<file path="src/rtl/testio_mlane_if.sv">
// Request/response bus of the multi-lane test-IO master.
// The requester drives the master modport; testio_mlane sits on the slave modport.
interface testio_mlane_if;
  logic        req_valid;
  logic        req_ready;
  logic        req_write;
  logic [31:0] req_addr;
  logic [31:0] req_wdata;
  logic [3:0]  req_strb;
  logic [15:0] req_tag;
  logic        resp_valid;
  logic        resp_ready;
  logic        resp_err;
  logic [15:0] resp_tag;
  logic [31:0] resp_rdata;

  modport master (
    output req_valid, req_write, req_addr, req_wdata, req_strb, req_tag, resp_ready,
    input  req_ready, resp_valid, resp_err, resp_tag, resp_rdata
  );

  modport slave (
    input  req_valid, req_write, req_addr, req_wdata, req_strb, req_tag, resp_ready,
    output req_ready, resp_valid, resp_err, resp_tag, resp_rdata
  );
endinterface

</file>
<file path="src/rtl/testio_mlane.sv">
// Multi-lane serial test-IO master: sends command/address/data words over LANES pins,
// then waits for the target's start beat, ACK, optional read data and parity.
module testio_mlane #(
  parameter int unsigned LANES   = 1,
  parameter int unsigned TIMEOUT = 256
) (
  input  logic               ti_clk_i,
  input  logic               ti_rstn_i,
  testio_mlane_if.slave      bus,
  input  logic [LANES-1:0]   ti_dat_i,
  output logic [LANES-1:0]   ti_dat_o,
  output logic [LANES-1:0]   ti_dat_oen,
  output logic               ti_clk_o,
  output logic               ti_clk_oen,
  output logic               ti_busy_o,
  output logic [7:0]         err_cnt_o
);

  localparam int unsigned Beats    = 32 / LANES;
  localparam logic [4:0]  LastBeat = 5'(Beats - 1);
  localparam logic [15:0] LastWait = 16'(TIMEOUT - 1);

  typedef enum logic [3:0] {
    StIdle, StCmd, StAddr, StData, StTurn, StWait, StAck, StRdata, StParity, StResp
  } state_e;

  state_e      r_state, w_state_nxt;
  logic        r_write, w_write_nxt;
  logic [31:0] r_addr, w_addr_nxt;
  logic [31:0] r_wdata, w_wdata_nxt;
  logic [15:0] r_tag, w_tag_nxt;
  logic [31:0] r_shift, w_shift_nxt;
  logic [4:0]  r_bcnt, w_bcnt_nxt;
  logic [15:0] r_wcnt, w_wcnt_nxt;
  logic [31:0] r_rdata, w_rdata_nxt;
  logic        r_resp_err, w_resp_err_nxt;
  logic [31:0] r_resp_rdata, w_resp_rdata_nxt;
  logic [7:0]  r_err_cnt, w_err_cnt_nxt;
  logic [LANES-1:0] r_dat_o, r_dat_oen;
  logic        w_send;
  logic        w_last_beat;

  assign w_last_beat = (r_bcnt == LastBeat);

  always_comb begin
    w_state_nxt      = r_state;
    w_write_nxt      = r_write;
    w_addr_nxt       = r_addr;
    w_wdata_nxt      = r_wdata;
    w_tag_nxt        = r_tag;
    w_shift_nxt      = r_shift;
    w_bcnt_nxt       = r_bcnt;
    w_wcnt_nxt       = r_wcnt;
    w_rdata_nxt      = r_rdata;
    w_resp_err_nxt   = r_resp_err;
    w_resp_rdata_nxt = r_resp_rdata;
    w_err_cnt_nxt    = r_err_cnt;
    unique case (r_state)
      StIdle: begin
        if (bus.req_valid) begin
          w_state_nxt    = StCmd;
          w_write_nxt    = bus.req_write;
          w_addr_nxt     = bus.req_addr;
          w_wdata_nxt    = bus.req_wdata;
          w_tag_nxt      = bus.req_tag;
          w_shift_nxt    = {bus.req_write, 27'b0, bus.req_strb};
          w_bcnt_nxt     = '0;
          w_resp_err_nxt = 1'b0;
        end
      end
      StCmd, StAddr, StData: begin
        w_shift_nxt = r_shift >> LANES;
        w_bcnt_nxt  = r_bcnt + 5'd1;
        if (w_last_beat) begin
          w_bcnt_nxt = '0;
          if (r_state == StCmd) begin
            w_state_nxt = StAddr;
            w_shift_nxt = r_addr;
          end else if (r_state == StAddr && r_write) begin
            w_state_nxt = StData;
            w_shift_nxt = r_wdata;
          end else begin
            w_state_nxt = StTurn;
          end
        end
      end
      StTurn: begin
        w_state_nxt = StWait;
        w_wcnt_nxt  = '0;
      end
      StWait: begin
        // An all-low beat from the target is its start marker.
        if (ti_dat_i == '0) begin
          w_state_nxt = StAck;
        end else if (r_wcnt == LastWait) begin
          w_state_nxt      = StResp;
          w_resp_err_nxt   = 1'b1;
          w_resp_rdata_nxt = '1;
        end else begin
          w_wcnt_nxt = r_wcnt + 16'd1;
        end
      end
      StAck: begin
        if (!ti_dat_i[0]) begin
          w_state_nxt      = StResp;
          w_resp_err_nxt   = 1'b1;
          w_resp_rdata_nxt = '1;
        end else if (r_write) begin
          w_state_nxt      = StResp;
          w_resp_rdata_nxt = '0;
        end else begin
          w_state_nxt = StRdata;
          w_bcnt_nxt  = '0;
          w_rdata_nxt = '0;
        end
      end
      StRdata: begin
        // Beats arrive LSB-first: shift right and insert the new beat at the top.
        w_rdata_nxt = (r_rdata >> LANES) | (32'(ti_dat_i) << (32 - LANES));
        w_bcnt_nxt  = r_bcnt + 5'd1;
        if (w_last_beat) begin
          w_state_nxt = StParity;
          w_bcnt_nxt  = '0;
        end
      end
      StParity: begin
        w_state_nxt = StResp;
        if (ti_dat_i[0] != ^r_rdata) begin
          w_resp_err_nxt   = 1'b1;
          w_resp_rdata_nxt = '1;
        end else begin
          w_resp_rdata_nxt = r_rdata;
        end
      end
      StResp: begin
        if (bus.resp_ready) begin
          w_state_nxt = StIdle;
          if (r_resp_err && r_err_cnt != 8'hFF) begin
            w_err_cnt_nxt = r_err_cnt + 8'd1;
          end
        end
      end
      default: w_state_nxt = StIdle;
    endcase
  end

  always_ff @(posedge ti_clk_i or negedge ti_rstn_i) begin
    if (!ti_rstn_i) begin
      r_state      <= StIdle;
      r_write      <= 1'b0;
      r_addr       <= '0;
      r_wdata      <= '0;
      r_tag        <= '0;
      r_shift      <= '0;
      r_bcnt       <= '0;
      r_wcnt       <= '0;
      r_rdata      <= '0;
      r_resp_err   <= 1'b0;
      r_resp_rdata <= '1;
      r_err_cnt    <= '0;
    end else begin
      r_state      <= w_state_nxt;
      r_write      <= w_write_nxt;
      r_addr       <= w_addr_nxt;
      r_wdata      <= w_wdata_nxt;
      r_tag        <= w_tag_nxt;
      r_shift      <= w_shift_nxt;
      r_bcnt       <= w_bcnt_nxt;
      r_wcnt       <= w_wcnt_nxt;
      r_rdata      <= w_rdata_nxt;
      r_resp_err   <= w_resp_err_nxt;
      r_resp_rdata <= w_resp_rdata_nxt;
      r_err_cnt    <= w_err_cnt_nxt;
    end
  end

  assign w_send = (r_state == StCmd) || (r_state == StAddr) || (r_state == StData);

  // Pins launch on the falling edge so the target sees them stable around its rising edge.
  always_ff @(negedge ti_clk_i or negedge ti_rstn_i) begin
    if (!ti_rstn_i) begin
      r_dat_o   <= '1;
      r_dat_oen <= '1;
    end else if (w_send) begin
      r_dat_o   <= r_shift[LANES-1:0];
      r_dat_oen <= '0;
    end else begin
      r_dat_o   <= '1;
      r_dat_oen <= '1;
    end
  end

  assign bus.req_ready  = (r_state == StIdle) && ti_rstn_i;
  assign bus.resp_valid = (r_state == StResp);
  assign bus.resp_err   = r_resp_err;
  assign bus.resp_tag   = r_tag;
  assign bus.resp_rdata = r_resp_rdata;

  assign ti_dat_o   = r_dat_o;
  assign ti_dat_oen = r_dat_oen;
  assign ti_clk_o   = ti_clk_i;
  assign ti_clk_oen = 1'b0;
  assign ti_busy_o  = (r_state != StIdle);
  assign err_cnt_o  = r_err_cnt;

endmodule

</file>
<file path="src/flat_wrapper.sv">
// flat-port wrapper written by rule: the top's interface ports become plain ports
module testio_mlane_flat 
#(
  parameter int unsigned LANES   = 1,
  parameter int unsigned TIMEOUT = 256
)
  (ti_clk_i, ti_rstn_i, ti_dat_i, ti_dat_o, ti_dat_oen, ti_clk_o, ti_clk_oen, ti_busy_o, err_cnt_o, bus_req_valid, bus_req_write, bus_req_addr, bus_req_wdata, bus_req_strb, bus_req_tag, bus_resp_ready, bus_req_ready, bus_resp_valid, bus_resp_err, bus_resp_tag, bus_resp_rdata);
  testio_mlane_if bus_i ();
  input  logic ti_clk_i;
  input  logic ti_rstn_i;
  input  logic [LANES-1:0] ti_dat_i;
  output logic [LANES-1:0] ti_dat_o;
  output logic [LANES-1:0] ti_dat_oen;
  output logic ti_clk_o;
  output logic ti_clk_oen;
  output logic ti_busy_o;
  output logic [7:0] err_cnt_o;
  input wire logic [$bits(bus_i.req_valid)-1:0] bus_req_valid;
  input wire logic [$bits(bus_i.req_write)-1:0] bus_req_write;
  input wire logic [$bits(bus_i.req_addr)-1:0] bus_req_addr;
  input wire logic [$bits(bus_i.req_wdata)-1:0] bus_req_wdata;
  input wire logic [$bits(bus_i.req_strb)-1:0] bus_req_strb;
  input wire logic [$bits(bus_i.req_tag)-1:0] bus_req_tag;
  input wire logic [$bits(bus_i.resp_ready)-1:0] bus_resp_ready;
  output wire logic [$bits(bus_i.req_ready)-1:0] bus_req_ready;
  output wire logic [$bits(bus_i.resp_valid)-1:0] bus_resp_valid;
  output wire logic [$bits(bus_i.resp_err)-1:0] bus_resp_err;
  output wire logic [$bits(bus_i.resp_tag)-1:0] bus_resp_tag;
  output wire logic [$bits(bus_i.resp_rdata)-1:0] bus_resp_rdata;
  assign bus_i.req_valid = bus_req_valid;
  assign bus_i.req_write = bus_req_write;
  assign bus_i.req_addr = bus_req_addr;
  assign bus_i.req_wdata = bus_req_wdata;
  assign bus_i.req_strb = bus_req_strb;
  assign bus_i.req_tag = bus_req_tag;
  assign bus_i.resp_ready = bus_resp_ready;
  assign bus_req_ready = bus_i.req_ready;
  assign bus_resp_valid = bus_i.resp_valid;
  assign bus_resp_err = bus_i.resp_err;
  assign bus_resp_tag = bus_i.resp_tag;
  assign bus_resp_rdata = bus_i.resp_rdata;
  testio_mlane #(.LANES(LANES), .TIMEOUT(TIMEOUT)) u_core (.ti_clk_i(ti_clk_i), .ti_rstn_i(ti_rstn_i), .bus(bus_i), .ti_dat_i(ti_dat_i), .ti_dat_o(ti_dat_o), .ti_dat_oen(ti_dat_oen), .ti_clk_o(ti_clk_o), .ti_clk_oen(ti_clk_oen), .ti_busy_o(ti_busy_o), .err_cnt_o(err_cnt_o));
endmodule
</file>
<file path="config.mk">
export PLATFORM = sky130hd
export DESIGN_NAME = testio_mlane_flat
export DESIGN_NICKNAME = d
export VERILOG_FILES = /design/src/rtl/testio_mlane_if.sv /design/src/rtl/testio_mlane.sv /design/src/flat_wrapper.sv
export SDC_FILE = /design/constraint.sdc
export NUM_CORES = 1
export LEC_CHECK = 0
export BUFFER_PORTS_ARGS = -buffer_cell sky130_fd_sc_hd__buf_2
export CORE_ASPECT_RATIO = 1.4
export CORE_MARGIN = 2
export CORE_UTILIZATION = 61
export DETAILED_ROUTE_END_ITERATION = 8
export GPL_ROUTABILITY_DRIVEN = 0
export MAX_ROUTING_LAYER = met4
export PLACE_DENSITY = 0.95
export SLEW_MARGIN = 30
export SYNTH_ARGS = -nofsm -noshare
export SYNTH_HDL_FRONTEND = slang
export SYNTH_SLANG_ARGS = --single-unit
export TNS_END_PERCENT = 10
</file>
<file path="constraint.sdc">
create_clock -name ti_clk_i -period 3.8 [get_ports ti_clk_i]
set_input_delay 0.57 -clock ti_clk_i [delete_from_list [all_inputs] [get_ports ti_clk_i]]
set_output_delay 0.57 -clock ti_clk_i [all_outputs]
set_load 0.02 [all_outputs]
</file>
==> results of run 1 <==
[registers in the layout (all words and copies together), names as in the netlist]
name / count
u_core.bus.resp_tag: 16
u_core.r_bcnt: 5
u_core.r_addr: 32
u_core.r_wdata: 32
u_core.r_shift: 32
u_core.r_wcnt: 16
u_core.err_cnt_o: 8
u_core.r_state: 4
u_core.bus.resp_rdata: 32
u_core.r_write: 1
u_core.bus.resp_err: 1
u_core.r_rdata: 32
u_core.ti_dat_o: 1
u_core.ti_dat_oen: 1
[layer usage]
layer / wire [µm] / vias up / GRT usage
li1: - / 3610 / -
met1: 8860 / 3762 / 0.355
met2: 11700 / 288 / 0.469
met3: 1430 / 30 / 0.0462
met4: 388 / 0 / 0.0904
met5: 0 / - / -
[worst register-to-register path: cells and delay by family (launching register included)]
kind	cells	cell delay [ns]
and+or+nand+nor	2	0.55
AOI/OAI and AO/OA	1	0.24
DFF	1	0.51
[Yosys cell counts, types with 3 or more instances]
cell type,count,share of area
nand2_1,329,0.13
dfrtp_1,179,0.47
clkbuf_1,60,0.024
nor2_1,56,0.022
o21ai_0,41,0.021
a22oi_1,37,0.029
nand2b_1,35,0.023
dfstp_2,34,0.093
xnor2_1,32,0.029
o311a_1,31,0.032
a221o_1,27,0.028
xor2_1,18,0.016
nand3_1,15,0.0078
and3_1,10,0.0065
o211ai_1,8,0.0063
inv_1,5,0.0020
ha_1,4,0.0052
nand4_1,4,0.0026
nor3_1,4,0.0021
a21oi_1,3,0.0016
a22o_1,3,0.0027
and2_1,3,0.0020
buf_1,3,0.0012
buf_6,3,0.0035
nor2b_1,3,0.0020
o311a_2,3,0.0035
[through the flow]
| stage | std cells | setup TNS (ns) | utilization |
|---|---|---|---|
| CTS | 1329 | 0 | 0.731 |
| floorplan | 990 | 0 | - |
| finish | 1329 | 0 | 0.732 |
| global route | 1329 | -0.0239 | 0.732 |
| detailed placement | 1287 | 0 | 0.678 |
| global placement | 1287 | 0 | 0.678 |
[final timing paths]
check,to
worst min register to register,u_core.r_addr[24]$_DFFE_PN0P_
worst max-delay path,ti_dat_o
worst min-delay path,u_core.r_addr[12]$_DFFE_PN0P_
worst max register to register,u_core.ti_dat_o$_DFF_NN1_
max in group asynchronous,u_core.ti_dat_oen$_DFF_NN1_
min in group asynchronous,u_core.r_wcnt[3]$_DFFE_PN0P_
[cell families (layout without fill, tap and decap cells)]
family | after synthesis | after routing
flops | 213 | 213
xor+xnor | 52 | 52
fa+ha+maj | 4 | 4
buf+inv | 75 | 218
other cells | 1 | 1
compound gates | 169 | 169
simple gates | 472 | 472
mux | 4 | 4
[layout by cell type (no fill, tap or decap), types with 4 or more instances in the layout]
| cell | instances |
|---|---|
| buf_2 | 149 |
| nand2b_1 | 35 |
| nand3_1 | 14 |
| o211ai_1 | 8 |
| dfstp_2 | 34 |
| a22oi_1 | 37 |
| ha_1 | 4 |
| xor2_1 | 18 |
| dfrtp_1 | 179 |
| o311a_1 | 31 |
| clkbuf_16 | 24 |
| nand4_1 | 4 |
| bufinv_16 | 5 |
| buf_4 | 18 |
| nor2_1 | 55 |
| o21ai_0 | 41 |
| inv_1 | 6 |
| xnor2_1 | 32 |
| nor3_1 | 4 |
| and3_1 | 9 |
| a221o_1 | 27 |
| nand2_1 | 329 |
[power groups by stage]
stage	sequential [µW]	combinational [µW]	clock [µW]
6_report	3540	3240	2420
5_1_grt	3630	3570	2570
4_1_cts	3530	3240	2440
3_5_place_dp	3540	3170	29.5
3_3_place_gp	3500	3060	29.5
2_1_floorplan	3760	2150	35.7
[cell type report]
cell class,count,area [µm²]
fillers,970,4150
flip-flops and latches,213,5370
inverters,4,15.0
multi-input cells,702,3940
repair buffers,171,933
clock buffers,29,631
well taps,196,245
clock inverters,14,193
[what timing repair did]
action                     CTS  global route
hold endpoints to repair    23             0
hold buffers                 1             0
gates resized for setup      2             2
setup endpoints to repair    2             2
==> results.txt, run 1 <==
Routed Antenna Nets -> 0
GRT Total Usage -> 0.284
placed wire-length estimate -> 13.4 mm
Crit path depth -> 1
Die H -> 152 µm
I/O Buffers -> 152
Critical Path Slowest Stage Cell -> dfstp_2
CP peak stage delay -> 0.52 ns
max cap viols -> 0
routed len/inst -> 16.8 µm
core area -> 0.0155 mm²
startpoint types -> flip-flop
Post-synth ARST share -> 1.00
Arr. time, crit path -> 3.22 ns
internal power -> 5770 µW
CP top delay family -> flip-flops
RSZ-0062 raised after global routing -> true
overall power -> 9200 µW
Initial DRC Count -> 657
die area -> 0.0167 mm²
Hold Crit Class -> primary input to flip-flop
Reg2Reg Depth -> 3
hold path depth -> 3
dpl cell area -> 0.0105 mm²
final setup margin -> 0.0125 ns
largest family of logic cells by synthesized area -> simple AND/OR/NAND/NOR gates
Worst Path Buf+Inv -> 1
global-route wire length before repair -> 36.9 mm
Setup Crit Path Kind -> flip-flop to output pin
Synth Area in Simple Gates -> 0.207
nature of the critical path endpoint -> output pin
Ys Warns -> 0
mux cell area share after synthesis -> 0.00444
Post-synth top flop -> dfrtp_1
Rows -> 54
PD cells -> 812 mW/mm²
synthesized-area fraction occupied by adder cells -> 0.00522
switching pwr -> 3420 µW
VDD IR max -> 0.000698 V
initial antenna violation count -> 0
Synth Area in XOR/XNOR -> 0.0511
area grow syn2layout -> 18.2%
Post-Syn Nets -> 1084
Netlist Area Pre-Place -> 0.00958 mm²
Chip Width -> 110 µm
CP startpoint -> u_core.ti_dat_o$_DFF_NN1_
crit-path cells -> buf_6
via count -> 7690
post-CTS setup buffer count -> 0
hold wc startpoint -> bus_req_addr[12]
sequential element share of the synthesized area -> 0.561
Leak -> 0.00543 µW
CP Data Required Time -> 3.23 ns
outcome -> complete, no violations
Compound-Gate Fraction of Synth Area -> 0.138
initial core utilization -> 0.619
power share of the sequential group -> 0.385
Pre-Repair DR Iteration Count -> 5
DRT Wirelength -> 22.4 mm
Least-Margin Pin Slew -> 0.922 ns
Vias/cell -> 5.79
Final Max Tran Viols -> 0
Overflow after GRT -> 0
largest net degree at the start of global routing -> 84
final setup vio count -> 0
WHS -> 0.151 ns
Comb pwr share -> 0.352
vias in the first global route -> 7605
DR DRC count -> 0
boundary pin count -> 154
Hold Fails Final Rpt -> 0
switching portion of total power -> 0.372
r2r startpoint -> u_core.r_state[3]$_DFFE_PN0P_
Max-slew headroom -> 0.385
Clk Latency, worst-skew pair -> 0.69 ns
CP max FO -> 1
cell area after layout -> 0.0113 mm²
pre-CTS setup slack -> 0.548 ns
Avg Inst Size Synth -> 9.68 µm²
clk slew on worst S/H paths -> 0.07 ns
nets@finish -> 1213
Synth Register Bits -> 213
share of cells above drive strength 1 -> 0.226
reg2reg setup slack -> 0.60 ns
Mapped Cells -> 990
post-synth cell types -> 54
# diodes -> 0
CTS tree -> yes
Clock power frac -> 0.263
Max Clock Skew -> 0.0881 ns
EDFF count, synth -> 0
(Power assumes the default switching activity.)
==> run 2: changes to the inputs <==
Settings changed: CELL_PAD_IN_SITES_DETAIL_PLACEMENT set to 1, CELL_PAD_IN_SITES_GLOBAL_PLACEMENT set to 2, CORE_UTILIZATION 61 to 38.
==> results.txt, run 2 (synthesis results as in run 1) <==
initial antenna violation count -> 1
I/O Buffers -> 152
overall power -> 9370 µW
Routed Antenna Nets -> 0
area grow syn2layout -> 20.5%
crit-path cells -> buf_6
max cap viols -> 0
nets@finish -> 1213
initial core utilization -> 0.387
core area -> 0.0248 mm²
Setup Crit Path Kind -> flip-flop to output pin
Final Max Tran Viols -> 0
Max Clock Skew -> 0.0851 ns
CP top delay family -> flip-flops
outcome -> complete, but fails checks
clk slew on worst S/H paths -> 0.07 ns
Leak -> 0.00545 µW
Max-slew headroom -> 0.477
failing checks -> setup timing
VDD IR max -> 0.000722 V
Initial DRC Count -> 308
die area -> 0.0265 mm²
placed wire-length estimate -> 16.1 mm
post-route insts no fill -> 1451
Vias/cell -> 5.25
Rows -> 68
Critical Path Slowest Stage Cell -> dfstp_2
final setup vio count -> 1
share of cells above drive strength 1 -> 0.228
GRT Total Usage -> 0.197
post-CTS setup buffer count -> 0
Arr. time, crit path -> 3.23 ns
Placed Instances -> 1403
via count -> 7613
RSZ-0062 raised after global routing -> true
reg2reg setup slack -> 0.59 ns
final setup margin -> -0.000290 ns
Reg2Reg Capture Point -> u_core.ti_dat_o$_DFF_NN1_
hold wc startpoint -> bus_req_tag[13]
global-route wire length before repair -> 42.1 mm
commonest non-fill, non-tap cell in the layout -> nand2_1
boundary pin count -> 154
DRT Wirelength -> 24.9 mm
Hold Fails Final Rpt -> 0
Reg2Reg Depth -> 3
Worst Path Buf+Inv -> 1
routed len/inst -> 17.2 µm
CP Data Required Time -> 3.23 ns
most frequent cells in the layout -> nand2_1 (329), dfrtp_1 (179), buf_2 (149)
r2r startpoint -> u_core.r_state[3]$_DFFE_PN0P_
PD cells -> 812 mW/mm²
CP max FO -> 1
startpoint types -> flip-flop
largest net degree at the start of global routing -> 179
Fill cells -> 2817
DR DRC count -> 0
Chip Width -> 138 µm
CTS tree -> yes
Clk Latency, worst-skew pair -> 0.70 ns
Least-Margin Pin Slew -> 0.785 ns
Die H -> 192 µm
CP peak stage delay -> 0.52 ns
nature of the critical path endpoint -> output pin
vias in the first global route -> 8290
hold path depth -> 3
Hold Crit Class -> primary input to flip-flop
Pre-Repair DR Iteration Count -> 4
Worst Hold Endpoint -> u_core.bus.resp_tag[13]$_DFFE_PN0P_
Overflow after GRT -> 0
run 2: power breakdown:
group          internal, µW  total (µW)  switching, µW
clock network          1510        2470            962
logic                  1220        3370           2150
registers              3090        3530            435
run 2: through the flow:
| step | hold WS, ns | instance area, µm² | setup WS [ns] | TNS (ns) | util |
|---|---|---|---|---|---|
| 4_1_cts | 0.121 | 11500 | -0.0153 | -0.0222 | 0.465 |
| 3_3_place_gp | 0.454 | 10600 | 0.544 | 0 | 0.429 |
| 3_5_place_dp | 0.465 | 10600 | 0.503 | 0 | 0.429 |
| 2_1_floorplan | 0.274 | 9580 | 0.538 | 0 | - |
| 5_1_grt | 0.125 | 11500 | -0.0550 | -0.0744 | 0.466 |
| 6_report | 0.134 | 11500 | -0.000290 | -0.000290 | 0.466 |
run 2: per-layer routing:
metal,track usage,up-vias,wire length (µm)
met1,0.230,3814,10500
met5,-,-,0
li1,-,3607,-
met3,0.0319,37,976
met2,0.357,155,13000
met4,0.0467,0,446
run 2: cell type report:
cell class,count,area (µm²),share of cell area
Multi-Input combinational cell,702,3940,0.341
Clock inverter,12,119,0.0103
Tap cell,315,394,0.0341
Inverter,4,15.0,0.00130
Clock buffer,34,744,0.0645
Antenna cell,1,2.50,0.000217
Sequential cell,213,5370,0.465
Timing Repair Buffer,170,963,0.0834
run 2: worst max path at each step:
stage                                       start                   endpoint  slack (ns)  cells past startpoint
CTS                     u_core.ti_dat_o$_DFF_NN1_                   ti_dat_o       -0.02                      1
global route            u_core.ti_dat_o$_DFF_NN1_                   ti_dat_o       -0.06                      1
detailed placement  u_core.r_state[3]$_DFFE_PN0P_  u_core.ti_dat_o$_DFF_NN1_        0.50                      3
floorplan           u_core.r_state[2]$_DFFE_PN0P_  u_core.ti_dat_o$_DFF_NN1_        0.54                      4
finish                  u_core.ti_dat_o$_DFF_NN1_                   ti_dat_o     -0.0003                      1
global placement    u_core.r_state[3]$_DFFE_PN0P_  u_core.ti_dat_o$_DFF_NN1_        0.54                      3
run 2: timing repair:
item | CTS | global route
hold buffers | 1 | 0
endpoints found under the hold margin | 33 | 0
resized for setup | 4 | 0
endpoints found under the setup margin | 2 | 2
